==> src/rtl/pa_pkg.sv <==
// Shared definitions for the pipelined Kogge-Stone adder.
//   gp_t        : per-bit (generate, propagate) pair carried through the prefix tree.
//   clog2       : ceiling log2, used for the number of prefix levels.
//   num_stages  : number of prefix register stages (NP) for a width / levels-per-stage pair.
//   latency     : accept-to-result latency in cycles (NP + 2).
package pa_pkg;

    typedef struct packed {
        logic g;
        logic p;
    } gp_t;

    function automatic int unsigned clog2(input int unsigned n);
        int unsigned r;
        int unsigned v;
        r = 0;
        v = 1;
        while (v < n) begin
            v = v << 1;
            r = r + 1;
        end
        return r;
    endfunction

    function automatic int unsigned num_stages(input int unsigned width,
                                               input int unsigned lps);
        int unsigned l;
        l = clog2(width);
        return (l + lps - 1) / lps;
    endfunction

    // Stage G register + NP prefix registers + output register.
    function automatic int unsigned latency(input int unsigned width,
                                            input int unsigned lps);
        return num_stages(width, lps) + 2;
    endfunction

endpackage

==> src/rtl/prefix_level.sv <==
// One Kogge-Stone prefix level, purely combinational.
//   gp_i : (g, p) per bit entering the level
//   gp_o : (g, p) per bit after combining bit i with bit i - DIST
// Bits below DIST have no partner at this distance and pass through unchanged.
module prefix_level
    import pa_pkg::*;
#(
    parameter int unsigned DATA_WIDTH = 8,
    parameter int unsigned DIST       = 1
) (
    input  gp_t [DATA_WIDTH-1:0] gp_i,
    output gp_t [DATA_WIDTH-1:0] gp_o
);

    for (genvar i = 0; i < DATA_WIDTH; i++) begin : g_bit
        if (i >= DIST) begin : g_comb
            assign gp_o[i].g = gp_i[i].g | (gp_i[i].p & gp_i[i - DIST].g);
            assign gp_o[i].p = gp_i[i].p & gp_i[i - DIST].p;
        end else begin : g_pass
            assign gp_o[i] = gp_i[i];
        end
    end

endmodule

==> src/rtl/pipelined_prefix_adder.sv <==
// Pipelined Kogge-Stone adder/subtractor with valid/ready on both sides.
//   clk, rst_n              : clock, asynchronous active-low reset
//   in_valid_i / in_ready_o : operand beat handshake (in_ready_o is the global advance)
//   a_i, b_i                : operands
//   cin_i                   : carry-in, ignored when sub_i = 1
//   sub_i                   : 1 computes a - b (b inverted, carry-in forced to 1)
//   out_valid_o/out_ready_i : result handshake
//   sum_o, cout_o, ovf_o    : sum, carry-out (1 = no borrow when subtracting),
//                             two's-complement overflow
// Pipeline: stage G register, NP prefix register stages (each covering up to
// LEVELS_PER_STAGE levels), then the output register; latency NP + 2 cycles.
// Every register, valid bits included, loads only when the pipeline advances.
module pipelined_prefix_adder
    import pa_pkg::*;
#(
    parameter int unsigned DATA_WIDTH       = 8,
    parameter int unsigned LEVELS_PER_STAGE = 1
) (
    input  logic                  clk,
    input  logic                  rst_n,
    input  logic                  in_valid_i,
    output logic                  in_ready_o,
    input  logic [DATA_WIDTH-1:0] a_i,
    input  logic [DATA_WIDTH-1:0] b_i,
    input  logic                  cin_i,
    input  logic                  sub_i,
    output logic                  out_valid_o,
    input  logic                  out_ready_i,
    output logic [DATA_WIDTH-1:0] sum_o,
    output logic                  cout_o,
    output logic                  ovf_o
);

    localparam int unsigned L  = clog2(DATA_WIDTH);
    localparam int unsigned NP = num_stages(DATA_WIDTH, LEVELS_PER_STAGE);

    logic adv;

    // Stage G
    gp_t  [DATA_WIDTH-1:0] gp0_q, gp0_d;
    logic [DATA_WIDTH-1:0] p0_q, p0_d;
    logic                  c0_q, c0_d;
    logic                  vld0_q, vld0_d;

    // Prefix register stages; index s holds the result of prefix stage s
    gp_t  [DATA_WIDTH-1:0] pf_gp_q  [NP];
    gp_t  [DATA_WIDTH-1:0] pf_gp_d  [NP];
    logic [DATA_WIDTH-1:0] pf_p_q   [NP];
    logic [DATA_WIDTH-1:0] pf_p_d   [NP];
    logic                  pf_c0_q  [NP];
    logic                  pf_c0_d  [NP];
    logic                  pf_vld_q [NP];
    logic                  pf_vld_d [NP];

    // Output stage
    logic [DATA_WIDTH-1:0] sum_q, sum_d;
    logic                  cout_q, cout_d;
    logic                  ovf_q, ovf_d;
    logic                  out_valid_q, out_valid_d;

    // Prefix network wiring
    gp_t  [DATA_WIDTH-1:0] gp_fold;
    gp_t  [DATA_WIDTH-1:0] lvl_in  [L];
    gp_t  [DATA_WIDTH-1:0] lvl_out [L];
    logic [DATA_WIDTH-1:0] carry;
    logic [DATA_WIDTH-1:0] b_eff;

    // The pipeline moves whenever the output register is empty or being drained.
    assign adv        = ~out_valid_q | out_ready_i;
    assign in_ready_o = adv;

    // ---------------------------------------------------------------------
    // Stage G: bitwise generate/propagate from the (possibly inverted) operands
    // ---------------------------------------------------------------------
    always_comb begin
        b_eff  = sub_i ? ~b_i : b_i;
        gp0_d  = '0;
        for (int i = 0; i < DATA_WIDTH; i++) begin
            gp0_d[i].g = a_i[i] & b_eff[i];
            gp0_d[i].p = a_i[i] ^ b_eff[i];
        end
        p0_d   = a_i ^ b_eff;
        c0_d   = sub_i | cin_i;
        vld0_d = in_valid_i;
    end

    // Fold the carry-in in as bit -1 so the tree yields true carries C[i].
    always_comb begin
        gp_fold      = gp0_q;
        gp_fold[0].g = gp0_q[0].g | (gp0_q[0].p & c0_q);
    end

    // ---------------------------------------------------------------------
    // Prefix levels; a register boundary follows every LEVELS_PER_STAGE levels
    // ---------------------------------------------------------------------
    for (genvar k = 0; k < L; k++) begin : g_level
        if (k == 0) begin : g_src_fold
            assign lvl_in[k] = gp_fold;
        end else if ((k % LEVELS_PER_STAGE) == 0) begin : g_src_reg
            assign lvl_in[k] = pf_gp_q[k / LEVELS_PER_STAGE - 1];
        end else begin : g_src_comb
            assign lvl_in[k] = lvl_out[k - 1];
        end

        prefix_level #(
            .DATA_WIDTH (DATA_WIDTH),
            .DIST       (2 ** k)
        ) u_level (
            .gp_i (lvl_in[k]),
            .gp_o (lvl_out[k])
        );
    end

    for (genvar s = 0; s < NP; s++) begin : g_stage
        // Last level feeding this register; the final stage may be short.
        localparam int unsigned LastLvl =
            ((s + 1) * LEVELS_PER_STAGE < L) ? (s + 1) * LEVELS_PER_STAGE - 1 : L - 1;

        assign pf_gp_d[s] = lvl_out[LastLvl];

        if (s == 0) begin : g_first
            assign pf_p_d[s]   = p0_q;
            assign pf_c0_d[s]  = c0_q;
            assign pf_vld_d[s] = vld0_q;
        end else begin : g_rest
            assign pf_p_d[s]   = pf_p_q[s - 1];
            assign pf_c0_d[s]  = pf_c0_q[s - 1];
            assign pf_vld_d[s] = pf_vld_q[s - 1];
        end
    end

    // ---------------------------------------------------------------------
    // Output stage: sum from bitwise propagate and the carry into each bit
    // ---------------------------------------------------------------------
    always_comb begin
        carry = '0;
        for (int i = 0; i < DATA_WIDTH; i++) begin
            carry[i] = pf_gp_q[NP-1][i].g;
        end
        sum_d       = pf_p_q[NP-1] ^ {carry[DATA_WIDTH-2:0], pf_c0_q[NP-1]};
        cout_d      = carry[DATA_WIDTH-1];
        ovf_d       = carry[DATA_WIDTH-1] ^ carry[DATA_WIDTH-2];
        out_valid_d = pf_vld_q[NP-1];
    end

    // ---------------------------------------------------------------------
    // State
    // ---------------------------------------------------------------------
    always_ff @(posedge clk or negedge rst_n) begin
        if (!rst_n) begin
            gp0_q  <= '0;
            p0_q   <= '0;
            c0_q   <= 1'b0;
            vld0_q <= 1'b0;
            for (int unsigned s = 0; s < NP; s++) begin
                pf_gp_q[s]  <= '0;
                pf_p_q[s]   <= '0;
                pf_c0_q[s]  <= 1'b0;
                pf_vld_q[s] <= 1'b0;
            end
            sum_q       <= '0;
            cout_q      <= 1'b0;
            ovf_q       <= 1'b0;
            out_valid_q <= 1'b0;
        end else if (adv) begin
            gp0_q  <= gp0_d;
            p0_q   <= p0_d;
            c0_q   <= c0_d;
            vld0_q <= vld0_d;
            for (int unsigned s = 0; s < NP; s++) begin
                pf_gp_q[s]  <= pf_gp_d[s];
                pf_p_q[s]   <= pf_p_d[s];
                pf_c0_q[s]  <= pf_c0_d[s];
                pf_vld_q[s] <= pf_vld_d[s];
            end
            sum_q       <= sum_d;
            cout_q      <= cout_d;
            ovf_q       <= ovf_d;
            out_valid_q <= out_valid_d;
        end
    end

    assign out_valid_o = out_valid_q;
    assign sum_o       = sum_q;
    assign cout_o      = cout_q;
    assign ovf_o       = ovf_q;

endmodule

==> config.mk <==
export PLATFORM = sky130hd
export DESIGN_NAME = pipelined_prefix_adder
export DESIGN_NICKNAME = d
export VERILOG_FILES = /design/src/rtl/pa_pkg.sv /design/src/rtl/prefix_level.sv /design/src/rtl/pipelined_prefix_adder.sv
export SDC_FILE = /design/constraint.sdc
export NUM_CORES = 1
export LEC_CHECK = 0
export CAP_MARGIN = 20
export CORE_MARGIN = 3
export CORE_UTILIZATION = 40
export CTS_CLUSTER_SIZE = 10
export DETAILED_ROUTE_END_ITERATION = 10
export GPL_TIMING_DRIVEN = 0
export HOLD_SLACK_MARGIN = 0.15
export PLACE_DENSITY = 0.68
export SYNTH_ARGS = -nofsm -noshare
export SYNTH_HDL_FRONTEND = slang
export SYNTH_SLANG_ARGS = --single-unit
==> constraint.sdc <==
create_clock -name clk -period 1.3 [get_ports clk]
set_input_delay 0.26 -clock clk [delete_from_list [all_inputs] [get_ports clk]]
set_output_delay 0.26 -clock clk [all_outputs]
set_load 0.05 [all_outputs]
==> impl_metrics.json <==
{
  "rsz0062_at_grt": "true",
  "cts-root-buf": "clkbuf_8",
  "slew-limit-headroom": 0.764,
  "postRouteAntennaNets": 0,
  "p_per_area_nw_per_um2": 2280,
  "vias": 2763,
  "die-area_um2": 10700,
  "total_power_uw": 11000,
  "crit_path_start_kind": "flip-flop",
  "violations": "setup timing",
  "ir_drop_mv": 0.823,
  "clk_pin_slew_ns": 0.09,
  "drt_wl_total_um": 8100,
  "grt_overflow": 0,
  "dpl.hpwl_um": 5230,
  "max_stage_delay_ns": 0.36,
  "die_w_um": 104,
  "cp-end-kind": "output port",
  "grt_max_degree": 73,
  "worstMarginPinSlew_ns": 0.353,
  "clkLatencyLatePin_ns": 0.36,
  "cts_tree": "built",
  "portBuffers": 32,
  "tns_ns": -1.62,
  "place_ws_ns": -0.955,
  "drt_iter0_drc": 85,
  "yosysSeqAreaShare": 0.611,
  "status": "complete, but fails checks",
  "vias_per_cell": 4.65,
  "synth_enable_flop_cells": 0,
  "synth_top_cell_by_area": "dfrtp_1",
  "ys.flop_type": "dfrtp_1",
  "fin_ws_ns": -0.192,
  "initial_core_util": 0.424,
  "grt_pass1_wl_um": 13300,
  "ys_ff_latch": 93,
  "setup_viol": 52,
  "syn_area_per_cell_um2": 9.33,
  "synthCells": 408,
  "core_um2": 8980,
  "critical_path_arrival_ns": 1.23,
  "required_ns": 1.04,
  "htreeDepth": 3,
  "ys_top_cells_by_area": "dfrtp_1 (61%), nand2_1 (21%), o21ai_0 (3.4%)",
  "skew_ns": 0.00699,
  "synthArstFlopShare": 1.00,
  "power_frac_seq": 0.459,
  "pwr-share-comb": 0.371,
  "cp_cell_sequence": "nor2b_4, inv_6, buf_8, buf_8",
  "dr.pass1.iters": 5,
  "p_sw_frac": 0.388,
  "yosys_warnings": 0,
  "antenna_found_initial": 0,
  "cp_max_fo": 2,
  "synth.distinct_cells": 18,
  "p_int_uw": 6740,
  "clockBufferDepth": 2,
  "numCtsBuffers": 9,
  "criticalPathCategory": "flip-flop to output port",
  "die_y_um": 104,
  "drive_gt1_frac": 0.192,
  "fin_cells": 594,
  "path_common_cell": "buf_8",
  "track_usage": 0.153,
  "max_freq_ghz": 0.670,
  "reg2reg_depth": 6,
  "ios": 34,
  "yosys.area.top_type_share": 0.611,
  "p_sw_uw": 4270,
  "post-route-period-util": 1.15,
  "diodes": 0,
  "grt_pass1_vias": 2835,
  "place_congestion": 0.791,
  "dp.cells": 567,
  "final_util": 0.538,
  "syn-num-nets": 438,
  "cpMaxStageDelayCell": "dfrtp_2",
  "fin_crit_ns": 1.49,
  "cap_violations": 0,
  "p_clk_frac": 0.170,
  "holdCritPathClass": "input pin to async pin",
  "p_leak_uw": 0.00242,
  "row_count": 34,
  "synth_area_um2": 3810,
  "slew_violations": 0,
  "hold_viol_final": 0,
  "layout.nets": 493,
  "post_drt_wl_per_cell_um": 13.6,
  "nFillCells": 810,
  "drc": 0,
  "cts.sinks": 93,
  "area_growth_pct": 26.8
}
[through the flow]
step	hold WS, ns	cell area (µm²)
finish	0.321	4830
global route	0.351	4830
CTS	0.324	4510
detailed placement	0.174	4320
global placement	0.446	4300
floorplan	-0.0356	3820
[flip-flops by register name, indices dropped and copies added (netlist names), 2 cells and up]
signal    flops
pf_vld_d      2
sum_o         8
carry         7
pf_c0_d       2
pf_p_q        8
gp0_q         9
p0_q          7
lvl_in       26
pf_p_d       16
[worst max-delay path: cells and delay by family, from the launching register on]
family	cells	cell delay [ns]
buffers and inverters	3	0.30
DFF	1	0.36
and+or+nand+nor	1	0.21
[timing repair]
action | 4_1_cts | 5_1_grt
hold buffers | 1 | 0
buffers inserted | 3 | 3
endpoints found under the hold margin | 21 | 0
cloned | 0 | 5
pin swaps | 0 | 3
endpoints found under the setup margin | 12 | 72
resized for setup | 66 | 85
[kinds of logic after synthesis]
family                     after synthesis  share of synthesized area
and+or+nand+nor                        222                      0.225
adders and majority gates                8                     0.0263
xor gates and xnor gates                17                     0.0391
muxes                                    1                    0.00263
buffers and inverters                   22                     0.0361
AOI/OAI and AO/OA                       45                     0.0592
DFF                                     93                      0.611
[placed cells by master, fill, tap and decap left out]
cell type	instances
buf_16	1
xor2_1	8
clkinv_4	1
bufinv_16	1
inv_6	1
mux2i_1	1
nand2_4	2
clkdlybuf4s50_1	19
o21ai_2	2
a21oi_1	18
buf_8	6
clkinv_2	4
xnor2_1	9
nand2_1	185
nand2_2	22
buf_2	15
o21ai_1	17
dfrtp_1	92
clkbuf_8	9
clkbuf_2	1
dfrtp_2	1
clkinvlp_4	1
buf_12	4
buf_6	6
ha_1	8
o21ai_0	8
buf_4	7
nor2_1	1
clkbuf_16	5
nand3_1	10
nand2b_1	1
nor2b_4	1
dlygate4sd3_1	1
[layer usage]
layer,vias up,track usage,share of wire
met4,0,0.0722,0.024
met1,1307,0.204,0.46
met2,52,0.242,0.47
met3,15,0.0317,0.043
li1,1389,-,-
met5,-,0,0
[area by class of cell]
type | instances | area (µm²) | area share
Clock buffer | 9 | 124 | 0.0257
Timing Repair Buffer | 45 | 492 | 0.102
Multi-Input combinational cell | 293 | 1420 | 0.294
Clock inverter | 7 | 66.3 | 0.0137
Sequential cell | 93 | 2330 | 0.482
Inverter | 1 | 8.76 | 0.00181
Tap cell | 126 | 158 | 0.0327
Buffer | 20 | 231 | 0.0479
[power by group through the flow]
| stage | logic (µW) | registers, µW | clock network, µW |
|---|---|---|---|
| 2_1_floorplan | 1940 | 5400 | 0 |
| 3_3_place_gp | 3370 | 5030 | 0 |
| 3_5_place_dp | 3480 | 5070 | 0 |
| 4_1_cts | 3420 | 5000 | 1900 |
| 5_1_grt | 4550 | 5220 | 2040 |
| 6_report | 4080 | 5060 | 1870 |
[cells in the mapped netlist, types with 2 or more instances]
master	count
o21ai_0	26
dfrtp_1	93
nand2_1	209
xnor2_1	9
buf_2	11
ha_1	8
buf_4	5
nand3_1	10
clkbuf_1	2
buf_6	3
xor2_1	8
a21oi_1	18
[final timing paths]
path | start | end | slack (ns)
setup reg to reg | out_valid_o | lvl_in[19] | -0.07
hold reg to reg | out_valid_d | out_valid_o | 0.47
setup / recovery | out_valid_o | in_ready_o | -0.19
hold / removal | rst_n | pf_c0_d[1] | 0.32
max in group asynchronous | rst_n | pf_p_d[9] | 0.34
min in group clk | sub_i | c0_q | 0.40
(Power assumes the default switching activity.)
